--- src/rtl/rv_dbg_pkg.sv ---
// Shared run-control types: FSM states and breakpoint index sizing.
package rv_dbg_pkg;

    typedef enum logic [1:0] {
        DBG_HALT = 2'd0,
        DBG_RUN  = 2'd1,
        DBG_STEP = 2'd2
    } dbg_state_t;

    localparam int MAX_BP = 8;
    localparam int IDX_W  = 3;

endpackage

--- src/rtl/dbg_debounce.sv ---
// Button conditioner: 2-flop synchroniser, level filtered on agreeing tick samples, 1-cycle press pulse.
// Latency: at most 2 ticks + 3 clocks from a stable raw level to the press pulse; no backpressure.
module dbg_debounce (
    input  logic clk,
    input  logic reset,
    input  logic tick,
    input  logic raw,
    output logic level,
    output logic press
);

    logic sync0;
    logic sync1;
    logic sample;
    logic level_d;

    always_ff @(posedge clk) begin
        if (reset) begin
            sync0   <= 1'b0;
            sync1   <= 1'b0;
            sample  <= 1'b0;
            level   <= 1'b0;
            level_d <= 1'b0;
        end else begin
            sync0   <= raw;
            sync1   <= sync0;
            level_d <= level;
            if (tick) begin
                sample <= sync1;
                // level only follows once this sample matches the previous one
                if (sync1 == sample) begin
                    level <= sync1;
                end
            end
        end
    end

    assign press = level & ~level_d;

endmodule

--- src/rtl/rv_debug_ctrl.sv ---
// Run/halt/step control gating picorv32 mem_ready, with NUM_BP fetch/data address breakpoints.
// mem_ready is purely combinational (zero latency); the CPU is stalled whenever the FSM withholds ready.
module rv_debug_ctrl
    import rv_dbg_pkg::*;
#(
    parameter int NUM_BP       = 4,
    parameter int ADDR_W       = 32,
    parameter int LOG_DEBOUNCE = 18,
    parameter int LONG_TICKS   = 127
) (
    input  logic                     clk,
    input  logic                     reset,
    input  logic                     btn_step,
    input  logic                     btn_run,
    input  logic                     btn_halt,
    input  logic                     mem_valid,
    input  logic                     mem_instr,
    input  logic [ADDR_W-1:0]        mem_addr,
    input  logic                     slave_ready,
    output logic                     mem_ready,
    input  logic [NUM_BP*ADDR_W-1:0] bp_addr,
    input  logic [NUM_BP-1:0]        bp_en,
    input  logic [NUM_BP-1:0]        bp_data,
    output logic                     halted,
    output logic                     bp_hit,
    output logic [IDX_W-1:0]         bp_idx
);

    localparam logic [7:0] LONG_LIM = 8'(LONG_TICKS);

    dbg_state_t              state;
    logic                    skip;
    logic [LOG_DEBOUNCE-1:0] presc;
    logic                    tick;
    logic [7:0]              hold_cnt;

    logic step_level, step_press;
    logic run_level, run_press;
    logic halt_level, halt_press;
    logic step_rep;
    logic step_ev, run_ev, halt_ev;

    logic [NUM_BP-1:0] hit_vec;
    logic              match_any;
    logic [IDX_W-1:0]  match_idx;
    logic              bp_stop;

    always_ff @(posedge clk) begin
        if (reset) begin
            presc <= '0;
        end else begin
            presc <= presc + 1'b1;
        end
    end

    assign tick = &presc;

    dbg_debounce u_step (
        .clk   (clk),
        .reset (reset),
        .tick  (tick),
        .raw   (btn_step),
        .level (step_level),
        .press (step_press)
    );

    dbg_debounce u_run (
        .clk   (clk),
        .reset (reset),
        .tick  (tick),
        .raw   (btn_run),
        .level (run_level),
        .press (run_press)
    );

    dbg_debounce u_halt (
        .clk   (clk),
        .reset (reset),
        .tick  (tick),
        .raw   (btn_halt),
        .level (halt_level),
        .press (halt_press)
    );

    // Held step: count ticks (saturating), then fire one step per tick once the limit is reached
    always_ff @(posedge clk) begin
        if (reset || !step_level) begin
            hold_cnt <= 8'd0;
        end else if (tick && hold_cnt != 8'hFF) begin
            hold_cnt <= hold_cnt + 8'd1;
        end
    end

    assign step_rep = tick && step_level && (hold_cnt >= LONG_LIM);
    assign halt_ev  = halt_press;
    assign step_ev  = step_press || step_rep;
    assign run_ev   = run_press && run_level;

    always_comb begin
        hit_vec = '0;
        for (int i = 0; i < NUM_BP; i++) begin
            hit_vec[i] = bp_en[i] && mem_valid
                         && (mem_addr == bp_addr[i*ADDR_W +: ADDR_W])
                         && (bp_data[i] ? !mem_instr : mem_instr);
        end
    end

    // Descending scan so the lowest matching index is the one left standing
    always_comb begin
        match_any = 1'b0;
        match_idx = '0;
        for (int i = NUM_BP - 1; i >= 0; i--) begin
            if (hit_vec[i]) begin
                match_any = 1'b1;
                match_idx = IDX_W'(i);
            end
        end
    end

    assign bp_stop = (state == DBG_RUN) && match_any && !skip;

    always_comb begin
        mem_ready = 1'b0;
        case (state)
            DBG_STEP: mem_ready = slave_ready;
            DBG_RUN:  mem_ready = slave_ready && !bp_stop;
            default:  mem_ready = 1'b0;
        endcase
    end

    always_ff @(posedge clk) begin
        if (reset) begin
            state  <= DBG_HALT;
            halted <= 1'b1;
            bp_hit <= 1'b0;
            bp_idx <= '0;
            skip   <= 1'b0;
        end else begin
            if (mem_valid && mem_ready) begin
                skip <= 1'b0;
            end
            case (state)
                DBG_HALT: begin
                    if (halt_ev) begin
                        state <= DBG_HALT;
                    end else if (step_ev) begin
                        state  <= DBG_STEP;
                        halted <= 1'b0;
                        bp_hit <= 1'b0;
                    end else if (run_ev) begin
                        // resume past the breakpoint that stopped us
                        state  <= DBG_RUN;
                        halted <= 1'b0;
                        bp_hit <= 1'b0;
                        skip   <= 1'b1;
                    end
                end
                DBG_RUN: begin
                    if (halt_ev || bp_stop) begin
                        state  <= DBG_HALT;
                        halted <= 1'b1;
                    end
                    if (bp_stop) begin
                        bp_hit <= 1'b1;
                        bp_idx <= match_idx;
                    end
                end
                DBG_STEP: begin
                    if (halt_ev || (mem_valid && slave_ready)) begin
                        state  <= DBG_HALT;
                        halted <= 1'b1;
                    end
                end
                default: begin
                    state  <= DBG_HALT;
                    halted <= 1'b1;
                end
            endcase
        end
    end

endmodule

--- config.mk ---
export PLATFORM = sky130hd
export DESIGN_NAME = rv_debug_ctrl
export DESIGN_NICKNAME = d
export VERILOG_FILES = /design/src/rtl/rv_dbg_pkg.sv /design/src/rtl/dbg_debounce.sv /design/src/rtl/rv_debug_ctrl.sv
export SDC_FILE = /design/constraint.sdc
export NUM_CORES = 1
export LEC_CHECK = 0
export ABC_AREA = 1
export BUFFER_PORTS_ARGS = -buffer_cell sky130_fd_sc_hd__buf_2
export CAP_MARGIN = 25
export CORE_AREA = 2 2 109 111
export DETAILED_ROUTE_END_ITERATION = 10
export DIE_AREA = 0 0 111 113
export PLACE_DENSITY = 0.7
export SLEW_MARGIN = 10
export SYNTH_ARGS = -nofsm -noshare
export SYNTH_HDL_FRONTEND = slang
export SYNTH_SLANG_ARGS = --single-unit
--- constraint.sdc ---
create_clock -name clk -period 1.85 [get_ports clk]
set_input_delay 0.0925 -clock clk [delete_from_list [all_inputs] [get_ports clk]]
set_output_delay 0.0925 -clock clk [all_outputs]
set_load 0.02 [all_outputs]
Word level (Yosys, flattened, before mapping)
Cells that the tools add are included.
- output and inout bits: 6
- input bits: 176
- logic and storage cells: 118
- register bits after elaboration: 49
- add/sub/neg operators: 2
- order comparisons: 1
- bitwise operators: 6
- muxes and demuxes: 32
- equal/unequal tests: 16
- reductions and logical operators: 39
- operators by type and width (kind ; number):
    32-bit equality test ; 4
    19-bit AND reduction ; 3
    1-bit logical AND ; 21
    1-bit 2-to-1 mux ; 19
    18-bit by 1-bit adder with 18-bit output, second input constant ; 1
    18-bit AND reduction ; 1
    2-bit 2-to-1 mux ; 6
    3-bit 2-to-1 mux ; 3
    8-bit by 1-bit adder with 8-bit output, second input constant ; 1
    8-bit by 7-bit greater-or-equal comparator with 1-bit output, second input constant ; 1
    8-bit != test, second input constant ; 1
    4-bit AND reduction ; 2
    2-bit != test, second input constant ; 3
    2-bit case mux with 3 select lines ; 1
    1-bit zero test ; 4
    1-bit logical OR ; 4
    4-bit != test, second input constant ; 1
    1-bit case mux with 2 select lines ; 2
    1-bit bitwise AND ; 3
    1-bit equality test ; 3
    3-bit != test, second input constant ; 1
    1-bit NOT ; 3
    1-bit case mux with 3 select lines ; 1
    3-bit AND reduction ; 1
    other kinds (6) ; 6

Longest topological paths before layout
Gate-level depths: netlist of the first run.
- word-level depth: 18
- mapped depth: 18
- mapped depth without buffers: 17

Hierarchy
Synthesis of the first run repeated with hierarchy kept, for this count alone.
- cells, all modules: 807
- area, all modules: 4403.0 um^2
- modules (own cells, without submodules) (module ; area each (um^2) ; cells an instance ; instances ; sequential area each (um^2)):
    rv_debug_ctrl ; 3870.0 ; 738 ; 1 ; 660.6
    dbg_debounce ; 177.7 ; 23 ; 3 ; 100.1

Least setup slack after synthesis of the first run
No wires, ideal clock.
- kind: reg2reg
- from: register presc[0]
- to: register hold_cnt[7]
- clock period less this slack: 1.949 ns
- data required time: 1.728 ns
- setup slack: -0.099 ns
- stages on the path, launching flop included: 13
- arrival: 1.827 ns
- setup time: 0.122 ns
- path buffers: 0
- cells stage by stage: dfxtp_1 ha_1 nand3_2 nor2_4 nand2_2 nor2_4 nand2_2 nor3_4 o21ai_2 nor3_4 nand3_2 nor3_1 nor3b_2
- word-level cells in the longest chain between the ends: 2
- ends and longest elaborated chain (item ; line ; source):
    from (decl) ; rv_debug_ctrl.sv:33 ; logic [LOG_DEBOUNCE-1:0] presc;
    from (signal assigned) ; rv_debug_ctrl.sv:52 ; presc <= presc + 1'b1;
    18-bit AND reduction ; rv_debug_ctrl.sv:56 ; assign tick = &presc;
    1-bit logical AND ; rv_debug_ctrl.sv:89 ; end else if (tick && hold_cnt != 8'hFF) begin
    to (signal assigned) ; rv_debug_ctrl.sv:90 ; hold_cnt <= hold_cnt + 8'd1;
    to (decl) ; rv_debug_ctrl.sv:35 ; logic [7:0] hold_cnt;
Every way passes these cells.
A chain may end at the register's enable or synchronous reset.

Worst setup path after layout of the first run
- from: register presc[0]
- to: register bp_hit
- word-level cells in the longest chain between the ends: 7
- ends and longest elaborated chain (item ; line ; source):
    18-bit AND reduction * ; rv_debug_ctrl.sv:56 ;
    1-bit logical AND * (2 in a row) ; rv_debug_ctrl.sv:94 ; assign step_rep = tick && step_level && (hold_cnt >= LONG_LIM);
    1-bit logical OR * ; rv_debug_ctrl.sv:96 ; assign step_ev = step_press || step_rep;
    1-bit 2-to-1 mux ; rv_debug_ctrl.sv:146 ; end else if (step_ev) begin
    1-bit 2-to-1 mux ; rv_debug_ctrl.sv:144 ; if (halt_ev) begin
    1-bit case mux with 2 select lines ; rv_debug_ctrl.sv:142 ; case (state)
    to (signal assigned) ; rv_debug_ctrl.sv:149 ; bp_hit <= 1'b0;
    to (signal assigned) ; rv_debug_ctrl.sv:154 ; bp_hit <= 1'b0;
    to (signal assigned) ; rv_debug_ctrl.sv:164 ; bp_hit <= 1'b1;
    to (decl) ; rv_debug_ctrl.sv:25 ; output logic bp_hit,
Mark *: on every way between the ends. The rest lies on a longest branch, timed or not. The select of a mux whose other input is x is not followed.

==> results of run 1 <==
==> per-stage QoR <==
stage	util, %	instance area (sq um)
finish	52.5	5920
global route	52.5	5920
CTS	51.4	5790
detailed placement	49.7	5600
global placement	49.7	5600
floorplan	-	4230
==> state kept, by name, summed over array words and instances (netlist names) <==
name	cells
presc	18
hold_cnt	8
bp_idx	2
state	2
bp_hit	1
halted	1
skip	1
u_halt.level	1
u_halt.level_d	1
u_halt.sample	1
u_halt.sync0	1
u_halt.sync1	1
u_run.level	1
u_run.level_d	1
u_run.sample	1
u_run.sync0	1
u_run.sync1	1
u_step.level	1
u_step.level_d	1
u_step.sample	1
u_step.sync0	1
u_step.sync1	1
==> worst min path at each step <==
| stage | slack, ns | to | cells past startpoint | startpoint |
|---|---|---|---|---|
| 2_1_floorplan | 0.20 | u_halt.sync0 | 2 | btn_halt |
| 3_3_place_gp | 0.29 | u_halt.sync0 | 3 | btn_halt |
| 3_5_place_dp | 0.30 | u_step.sync0 | 3 | btn_step |
| 4_1_cts | 0.005 | u_step.sync0 | 3 | btn_step |
| 5_1_grt | 0.009 | u_step.sync0 | 3 | btn_step |
| 6_report | 0.002 | u_step.sync0 | 3 | btn_step |
==> worst register-to-register path: cells and delay by family (launching register included) <==
family	cells	cell delay [ns]
AO/OA/AOI/OAI	3	0.33
adder cells (fa/ha/maj)	1	0.15
AND/OR/NAND/NOR	10	0.83
buffers and inverters	1	0.12
flip-flops	1	0.35
==> power by group through the flow <==
stage               registers, mW  logic, mW  clock network, mW
detailed placement           1.07      0.750                  0
finish                       1.05      0.774              0.858
global placement             1.07      0.749                  0
CTS                          1.05      0.758              0.869
global route                 1.05      0.860              0.914
floorplan                    1.07      0.353                  0
==> layer usage <==
layer / track usage (%) / up-vias / part of all wire (%) / routed length, um
li1: - / 2816 / - / -
met1: 29.3 / 2395 / 40 / 6520
met2: 47.2 / 216 / 49 / 8120
met3: 3.96 / 44 / 7.5 / 1240
met4: 9.75 / 2 / 3.7 / 609
met5: 0 / - / 0.079 / 13
==> area by class of cell <==
| cell class | count | share of cell area [%] |
|---|---|---|
| multi-input cells | 570 | 47.0 |
| repair buffers | 232 | 22.0 |
| flip-flops and latches | 48 | 16.3 |
| inverters | 146 | 9.32 |
| well taps | 143 | 3.02 |
| clock buffers | 5 | 2.11 |
| clock inverters | 2 | 0.211 |
==> layout by cell type (no fill, tap or decap), drive strengths merged, types with 2 or more instances in the layout <==
| cell | Yosys | layout |
|---|---|---|
| a31oi | 2 | 2 |
| o21ai | 36 | 36 |
| nand3 | 16 | 16 |
| ha | 5 | 5 |
| buf | 2 | 232 |
| or2 | 6 | 6 |
| dfxtp | 48 | 48 |
| o211a | 3 | 3 |
| xor2 | 2 | 2 |
| nor3b | 3 | 3 |
| inv | 146 | 145 |
| clkinvlp | 0 | 2 |
| nor2 | 100 | 100 |
| nand2 | 289 | 289 |
| clkbuf | 8 | 5 |
| nand4 | 19 | 19 |
| a21oi | 30 | 30 |
| o22ai | 11 | 11 |
| nor3 | 12 | 12 |
| xnor2 | 27 | 27 |
==> cells by family after synthesis <==
logic type | Yosys count
AOI/OAI and AO/OA | 87
and+or+nand+nor | 448
other | 1
DFF | 48
xor gates and xnor gates | 29
adders and majority gates | 5
buffers and inverters | 156
==> repair_timing <==
item                       in CTS  in global routing
resized for setup              12                 30
setup endpoints to repair       7                 19
pin swaps                       1                  6
hold endpoints to repair        0                  0
setup buffers                   1                  6
==> results.ini, run 1 <==
[synthesis]
yosysMostFrequentCell = nand2_1
ys_seq_area_share_pct = 22.7
synthAdderAreaFrac_pct = 1.48
synth_top_family_by_area = simple AND/OR/NAND/NOR gates
yosysWarningCount = 0
synth_flop_cell = dfxtp_1
ys_types = 39
synth.mux.area_fraction_pct = 0
yosys-top-cells-count = nand2_1, inv_1, nor2_1, dfxtp_1, o21ai_0
synth_edf_count = 0
synth-xor-area-share_pct = 6.01
yosys-top-cells-area = nand2_1, dfxtp_1, inv_1
yosysTopAreaCellShare_pct = 25.5
synth_area_sq_um = 4230
synth_compound_area_share_pct = 11.5
synth_seq_cells = 48
yosys.area.top_type = nand2_1
synthSimpleGateAreaFrac_pct = 44.1
syn-mean-instance-area_sq_um = 5.46
synth_cells = 774
async_flop_share_pct = 0
syn_nets = 955

[routing]
drc_errors = 0
dr.pass1.iters = 6
drtIter0Drc = 367
wl_per_cell_um = 14.4
ant_nets = 0
vias_per_cell = 4.78
vias = 5473
wirelength_um = 16500

[place]
dp.cells = 1132
place_congestion = 1.01
place_ws_ns = -0.131
dp_hpwl_um = 14000
port_buffers = 180

[clock_tree]
clk_latency_ns = 0.29
clock_path_buffers = 2
cts_tree = yes
cts.sink_count = 48
cts_hold_buf = 0
cts_buffers = 5
h-tree-depth = 2
cts_root_buf = clkbuf_16
cts.clk_slew.worst_paths_ns = 0.06

[critical_path]
cp.depth = 15
rr_endpoint = bp_hit
worstRegToRegCells = 15
cpLargestDelayFamily = simple AND/OR/NAND/NOR gates
end_kind = flop
crit_chain = ha_4 -> nand3_4 -> nor2_4 -> buf_4 -> nand2_2 -> nor2_2 -> nand2_1 -> nor2_2 -> nand3_1 -> o21ai_2 -> a21oi_2 -> o21ai_2 -> nand3_1 -> nand2_1 -> nor2_1
r2r_slack_ns = -0.05
critPathLaunch = presc[0]
critPathCapture = bp_hit
crit_required_ns = 2.03
arrival_ns = 2.08
path_max_fanout = 3
critPathMaxStageDelay_ns = 0.35
slowest_stage = dfxtp_2
setup.worst_path.class = flop to flop
start_kind = flop
critPathBufInv = 1
r2r-start = presc[0]

[finish]
fin_nets = 1184
multiInputGateArea_sq_um = 2780
syn2layout_area_growth_pct = 40.1
stdcell_count = 1146
layout-drive-gt1-share_pct = 28.5
fillers = 1198
seqCellArea_sq_um = 965
num_antenna_cells = 0

[run]
cap_viol_max_count = 0

[grt]
grt_max_degree = 17
grt_pass1_wl_um = 25200
grt_pass1_vias = 5170
antenna_found_initial = 1
grt-ovfl-total = 0
grt_usage_pct = 25.4

[power]
p_leak_nw = 3.21
clkPwrFrac_pct = 31.9
swShare_pct = 30.0
total_power_mw = 2.69
powerDensity_nw_per_um2 = 454
power_frac_seq_pct = 39.2
p_sw_uw = 805
power_frac_comb_pct = 28.8
internal_power_mw = 1.88
irDropWorstVdd_mv = 0.705

[timing]
rsz0062_at_grt = yes
fin_worst_skew_ns = 0.00261
fin_crit_sh_pct = 103
hold_slack_ns = 0.00196
final.setup.tns_ns = -0.137
worst_slack_ns = -0.0493
setup_viol = 4
period_minus_slack_ns = 1.90
hold_violations = 0
finalMaxSlewViolations = 0
max_freq_mhz = 526

[floorplanning]
die_area_sq_um = 12500
placementRows = 39
core_sq_um = 11300
initial_core_util_pct = 37.5
die_w_um = 111
ioPinCount = 182
die_y_um = 113

[run_status]
outcome = finished, violations left
failed_checks = setup timing

[hold_path]
hp-class = input pin to flop

(Power assumes the default switching activity.)
==> run 2: changes to the inputs <==
Settings changed: ABC_AREA 1 to 0, CORE_AREA 2 2 109 111 to 2 2 105 107, DIE_AREA 0 0 111 113 to 0 0 107 109, GPL_TIMING_DRIVEN from default to 0, PLACE_DENSITY 0.7 to 0.71.
==> results.ini, run 2 <==
[run]
cap_viol_max_count = 0

[critical_path]
r2r_slack_ns = -0.10
end_kind = output pin
critPathMaxStageDelay_ns = 0.42
cp.depth = 9
worstRegToRegCells = 8
setup.worst_path.class = input pin to output pin
start_kind = input pin
critPathBufInv = 2
path_max_fanout = 4
arrival_ns = 1.88
slowest_stage = nor4_4
crit_required_ns = 1.76
cpLargestDelayFamily = simple AND/OR/NAND/NOR gates
crit_chain = buf_2 -> xor2_1 -> nor4_4 -> nand3_2 -> nor4_4 -> nor4_4 -> o21ai_1 -> a21oi_1 -> buf_2
crit_path_frequent_cell = nor4_4

[grt]
grt_max_degree = 17
grt-ovfl-total = 0
antenna_found_initial = 3
grt_pass1_wl_um = 24300
grt_pass1_vias = 4579
grt_usage_pct = 27.6

[timing]
finalMaxSlewViolations = 0
final.setup.tns_ns = -0.271
worst-slew-pin-transition_ns = 0.656
rsz0062_at_grt = yes
hold_violations = 0
max_freq_mhz = 507
worst_slack_ns = -0.122
period_minus_slack_ns = 1.97
maxSlewHeadroom_pct = 55.7
setup_viol = 4
fin_worst_skew_ns = 0.00408
fin_crit_sh_pct = 107

[finish]
final_common_cell = buf_2
fin_nets = 874
largest_reg_flops = 18
regMostFlops = presc
largestRegisters = presc (18), hold_cnt (8)
layout-drive-gt1-share_pct = 37.2
mostFrequentLayoutCells = buf_2, xor2_1, nor2_1
syn2layout_area_growth_pct = 40.9

[power]
p_sw_uw = 843
powerDensity_nw_per_um2 = 473
internal_power_mw = 1.78
power_frac_seq_pct = 40.0
p_leak_nw = 2.39
total_power_mw = 2.62
irDropWorstVdd_mv = 0.590
swShare_pct = 32.1
clkPwrFrac_pct = 29.3
power_frac_comb_pct = 30.7

[clock_tree]
cts.clk_slew.worst_paths_ns = 0.09
h-tree-depth = 2
clock_path_buffers = 2
cts_root_buf = clkbuf_8
clk_latency_ns = 0.30
cts.sink_count = 48
cts_tree = yes
cts_buffers = 5

[synthesis]
ys_seq_area_share_pct = 24.4
synth_cells = 494
async_flop_share_pct = 0
synth_flop_cell = dfxtp_1
syn-mean-instance-area_sq_um = 7.97
yosysWarningCount = 0
syn_nets = 675
ys_types = 47
yosys-top-cells-area = xor2_1, dfxtp_1, nor4_1
yosys-top-cells-count = xor2_1, nor4_1, dfxtp_1, nor2_1, nand2_1
yosysTopAreaCellShare_pct = 30.9
yosys.area.top_type = xor2_1
yosysMostFrequentCell = xor2_1
synth_seq_cells = 48
synth_edf_count = 0
synth_area_sq_um = 3940

[run_status]
outcome = finished, violations left
failed_checks = setup timing

[place]
place_ws_ns = -0.772
dp_hpwl_um = 13600
place_congestion = 1.01
port_buffers = 174

[floorplanning]
core_sq_um = 10600
die_area_sq_um = 11700
placementRows = 38
ioPinCount = 182
die_w_um = 107
die_y_um = 109
initial_core_util_pct = 37.1

[routing]
vias = 4377
ant_nets = 0
drc_errors = 0
drtIter0Drc = 206
dr.pass1.iters = 5
vias_per_cell = 5.24
wl_per_cell_um = 19.4
wirelength_um = 16200

[hold_path]
min_path_cells = 2
hp-class = input pin to flop

-- run 2: changes by cell type in the layout (fill, tap and decap cells not counted), moves of 7 or more --
| cell | previous run | this run |
|---|---|---|
| nand2_1 | 281 | 30 |
| nor2b_1 | 0 | 15 |
| buf_4 | 52 | 19 |
| clkbuf_8 | 0 | 7 |
| nor4_1 | 0 | 43 |
| inv_1 | 144 | 11 |
| o21ai_0 | 28 | 4 |
| nor2_1 | 93 | 46 |
| xnor2_1 | 27 | 12 |
| o22ai_1 | 11 | 1 |
| xor2_1 | 2 | 137 |
-- run 2: timing repair --
action | CTS | global route
hold buffers | 2 | 0
pin swaps | 11 | 10
setup buffers | 9 | 7
resized for setup | 38 | 28
setup endpoints to repair | 15 | 12
endpoints found under the hold margin | 2 | 0
-- run 2: worst register-to-register path, stage by stage (launching register included) --
cell and delay [ns]:
dfxtp_2 0.36, ha_4 0.14, and4_4 0.24, a31oi_4 0.09, o31ai_4 0.27, nand2_1 0.09
a21o_1 0.19, a2111oi_2 0.29, o221a_1 0.23
-- run 2: cells by family (layout without fill, tap and decap cells) --
family	after synthesis	count (layout)	share of synthesized area, %
AND/OR/NAND/NOR	222	222	30.3
buffers and inverters	22	222	2.73
adder cells (fa/ha/maj)	5	5	1.59
other	1	3	0.0952
XOR/XNOR	151	151	33.6
AO/OA/AOI/OAI	45	45	7.28
flip-flops	48	48	24.4
-- run 2: metal layers --
| metal | global-route usage (%) | vias up | part of all wire, % |
|---|---|---|---|
| li1 | - | 2138 | - |
| met1 | 30.2 | 1997 | 39 |
| met2 | 51.7 | 194 | 49 |
| met3 | 5.56 | 46 | 7.7 |
| met4 | 11.9 | 2 | 4.2 |
| met5 | 0 | - | 0.12 |
-- run 2: layout make-up --
| class | count | area [sq um] |
|---|---|---|
| Fill cell | 1036 | 5050 |
| Multi-Input combinational cell | 424 | 3140 |
| Timing Repair Buffer | 192 | 1030 |
| Sequential cell | 48 | 975 |
| Tap cell | 140 | 175 |
| Clock buffer | 5 | 68.8 |
| Buffer | 10 | 67.6 |
| Clock inverter | 3 | 46.3 |
| Inverter | 12 | 45.0 |
| Antenna cell | 2 | 5.00 |
-- run 2: path summary, 6_finish.rpt --
path | from | to
max reg2reg | hold_cnt[1] | bp_hit
min reg2reg | u_step.sync0 | u_step.sync1
max | mem_addr[1] | mem_ready
min | btn_step | u_step.sync0
-- run 2: stage by stage --
| stage | cells | util, % | area (sq um) | hold slack [ns] |
|---|---|---|---|---|
| floorplan | 494 | - | 3960 | 0.221 |
| global placement | 808 | 47.3 | 5010 | 0.308 |
| detailed placement | 808 | 47.3 | 5010 | 0.308 |
| CTS | 827 | 50.8 | 5380 | 0.00114 |
| global route | 836 | 52.3 | 5550 | 0.00752 |
| finish | 836 | 52.3 | 5550 | 0.0000164 |
-- run 2: power groups by stage --
stage          logic [mW]  registers [mW]  clock network (mW)
2_1_floorplan       0.342            1.07                   0
3_3_place_gp        0.738            1.08                   0
3_5_place_dp        0.733            1.08                   0
4_1_cts             0.771            1.05               0.788
5_1_grt             0.859            1.05               0.827
6_report            0.805            1.05               0.769
==> run 3: changes to the inputs <==
Settings changed: CTS_CLUSTER_SIZE from default to 40, PLACE_DENSITY 0.71 to 0.68.
Clock period 1.85 ns to 2.2 ns, I/O delays scaled along.
==> results.ini, run 3 (same netlist as run 2, synthesis figures left out) <==
[run_status]
outcome = complete, no violations

[finish]
fillers = 1032
layout-drive-gt1-share_pct = 32.6
mostFrequentLayoutCells = buf_2, xor2_1, nor4_1
largest_reg_flops = 18
final_common_cell = buf_2
largestRegisters = presc (18), hold_cnt (8)
syn2layout_area_growth_pct = 33.6
fin_nets = 862
regMostFlops = presc

[critical_path]
r2r-start = presc[1]
r2r_slack_ns = 0.15
path_max_fanout = 4
worstRegToRegCells = 8
setup.worst_path.class = input pin to output pin
start_kind = input pin
rr_endpoint = bp_hit
end_kind = output pin
crit_required_ns = 2.09
arrival_ns = 2.05

[routing]
wl_per_cell_um = 19.2
ant_nets = 0
vias = 4435
dr.pass1.iters = 5
wirelength_um = 15800
drtIter0Drc = 267
drc_errors = 0
vias_per_cell = 5.38

[clock_tree]
cts.clk_slew.worst_paths_ns = 0.09
cts_root_buf = clkbuf_8
clk_latency_ns = 0.30
cts_tree = yes
clock_path_buffers = 2
cts_buffers = 5
cts.sink_count = 48
h-tree-depth = 2
cts_hold_buf = 0

[power]
power_frac_comb_pct = 31.0
irDropWorstVdd_mv = 0.589
powerDensity_nw_per_um2 = 396
total_power_mw = 2.09
swShare_pct = 33.0
clkPwrFrac_pct = 26.5
p_sw_uw = 689
power_frac_seq_pct = 42.5
p_leak_nw = 2.25
internal_power_mw = 1.40

[run]
cap_viol_max_count = 0

[timing]
max_freq_mhz = 464
worst_slack_ns = 0.0445
setup_viol = 0
worst-slew-pin-transition_ns = 0.538
fin_worst_skew_ns = 0.00409
finalMaxSlewViolations = 0
final.setup.tns_ns = 0
hold_violations = 0
rsz0062_at_grt = yes
hold_slack_ns = 0.0176
fin_crit_sh_pct = 98.0
period_minus_slack_ns = 2.16
maxSlewHeadroom_pct = 63.7

[grt]
antenna_found_initial = 2
grt-ovfl-total = 0
grt_pass1_vias = 4437
grt_usage_pct = 26.6
grt_max_degree = 16
grt_pass1_wl_um = 23400

[place]
place_ws_ns = -0.553
dp_hpwl_um = 13500
place_congestion = 0.985
port_buffers = 174

[hold_path]
hp-class = input pin to flop
hold_end = u_step.sync0
hp-start = btn_step
min_path_cells = 2

[floorplanning]
placementRows = 38
ioPinCount = 182
die_y_um = 109
initial_core_util_pct = 37.1
die_area_sq_um = 11700
die_w_um = 107
core_sq_um = 10600

[run 3: cell count changes in the layout (fill, tap and decap cells not counted), sizes merged]
cell         before  now
buf             193  182
dlygate4sd3       2    0
bufinv            1    0
clkbuf           12   14
clkinvlp          1    2
inv              13   12
[run 3: how the worst max path moves through the flow]
stage / slack [ns] / to / depth (start not counted) / start
global placement: -0.53 / bp_hit / 8 / mem_addr[25]
detailed placement: -0.55 / bp_hit / 8 / mem_addr[25]
global route: -0.03 / bp_hit / 8 / presc[1]
floorplan: 0.09 / bp_hit / 8 / presc[0]
finish: 0.04 / mem_ready / 9 / mem_addr[1]
CTS: 0.006 / mem_ready / 9 / mem_addr[26]
[run 3: cell type report]
cell class / count / area [sq um] / area share [%]
Timing Repair Buffer: 180 / 916 / 17.4
Antenna cell: 2 / 5.00 / 0.0951
Multi-Input combinational cell: 424 / 2990 / 56.8
Clock buffer: 6 / 82.6 / 1.57
Tap cell: 140 / 175 / 3.33
Buffer: 10 / 67.6 / 1.28
Inverter: 12 / 45.0 / 0.856
Clock inverter: 2 / 15.0 / 0.285
Sequential cell: 48 / 970 / 18.4
[run 3: repair_timing]
action,4_1_cts,5_1_grt
gates resized for setup,16,18
buffers inserted,3,3
pin swaps,4,7
gates cloned,0,0
endpoints found under the setup margin,7,6
[run 3: stage by stage]
step	instance area, sq um	cells	util (%)
3_3_place_gp	4980	808	47.0
2_1_floorplan	3940	494	-
3_5_place_dp	4980	808	47.0
6_report	5260	824	49.6
4_1_cts	5170	819	48.8
5_1_grt	5260	824	49.6
[run 3: worst max-delay path: stages]
cell	delay [ns]
buf_2	0.15
xor2_1	0.16
nor4_2	0.50
nand3_1	0.21
nor4_4	0.39
nor4_2	0.12
o21ai_1	0.17
a21oi_1	0.08
buf_2	0.16
[run 3: power by group through the flow]
stage	clock (mW)	combinational (mW)	sequential, mW
after detailed placement	0	0.617	0.904
final	0.553	0.647	0.885
after CTS	0.568	0.629	0.885
after global placement	0	0.616	0.903
after floorplan	0	0.287	0.902
after global routing	0.600	0.689	0.887
[run 3: per-layer routing]
layer	up-vias	share of wire, %	track usage (%)
met5	-	0	0
met4	0	4.8	12.8
met3	43	6.9	3.95
met2	195	49	49.9
met1	2075	39	29.5
li1	2122	-	-
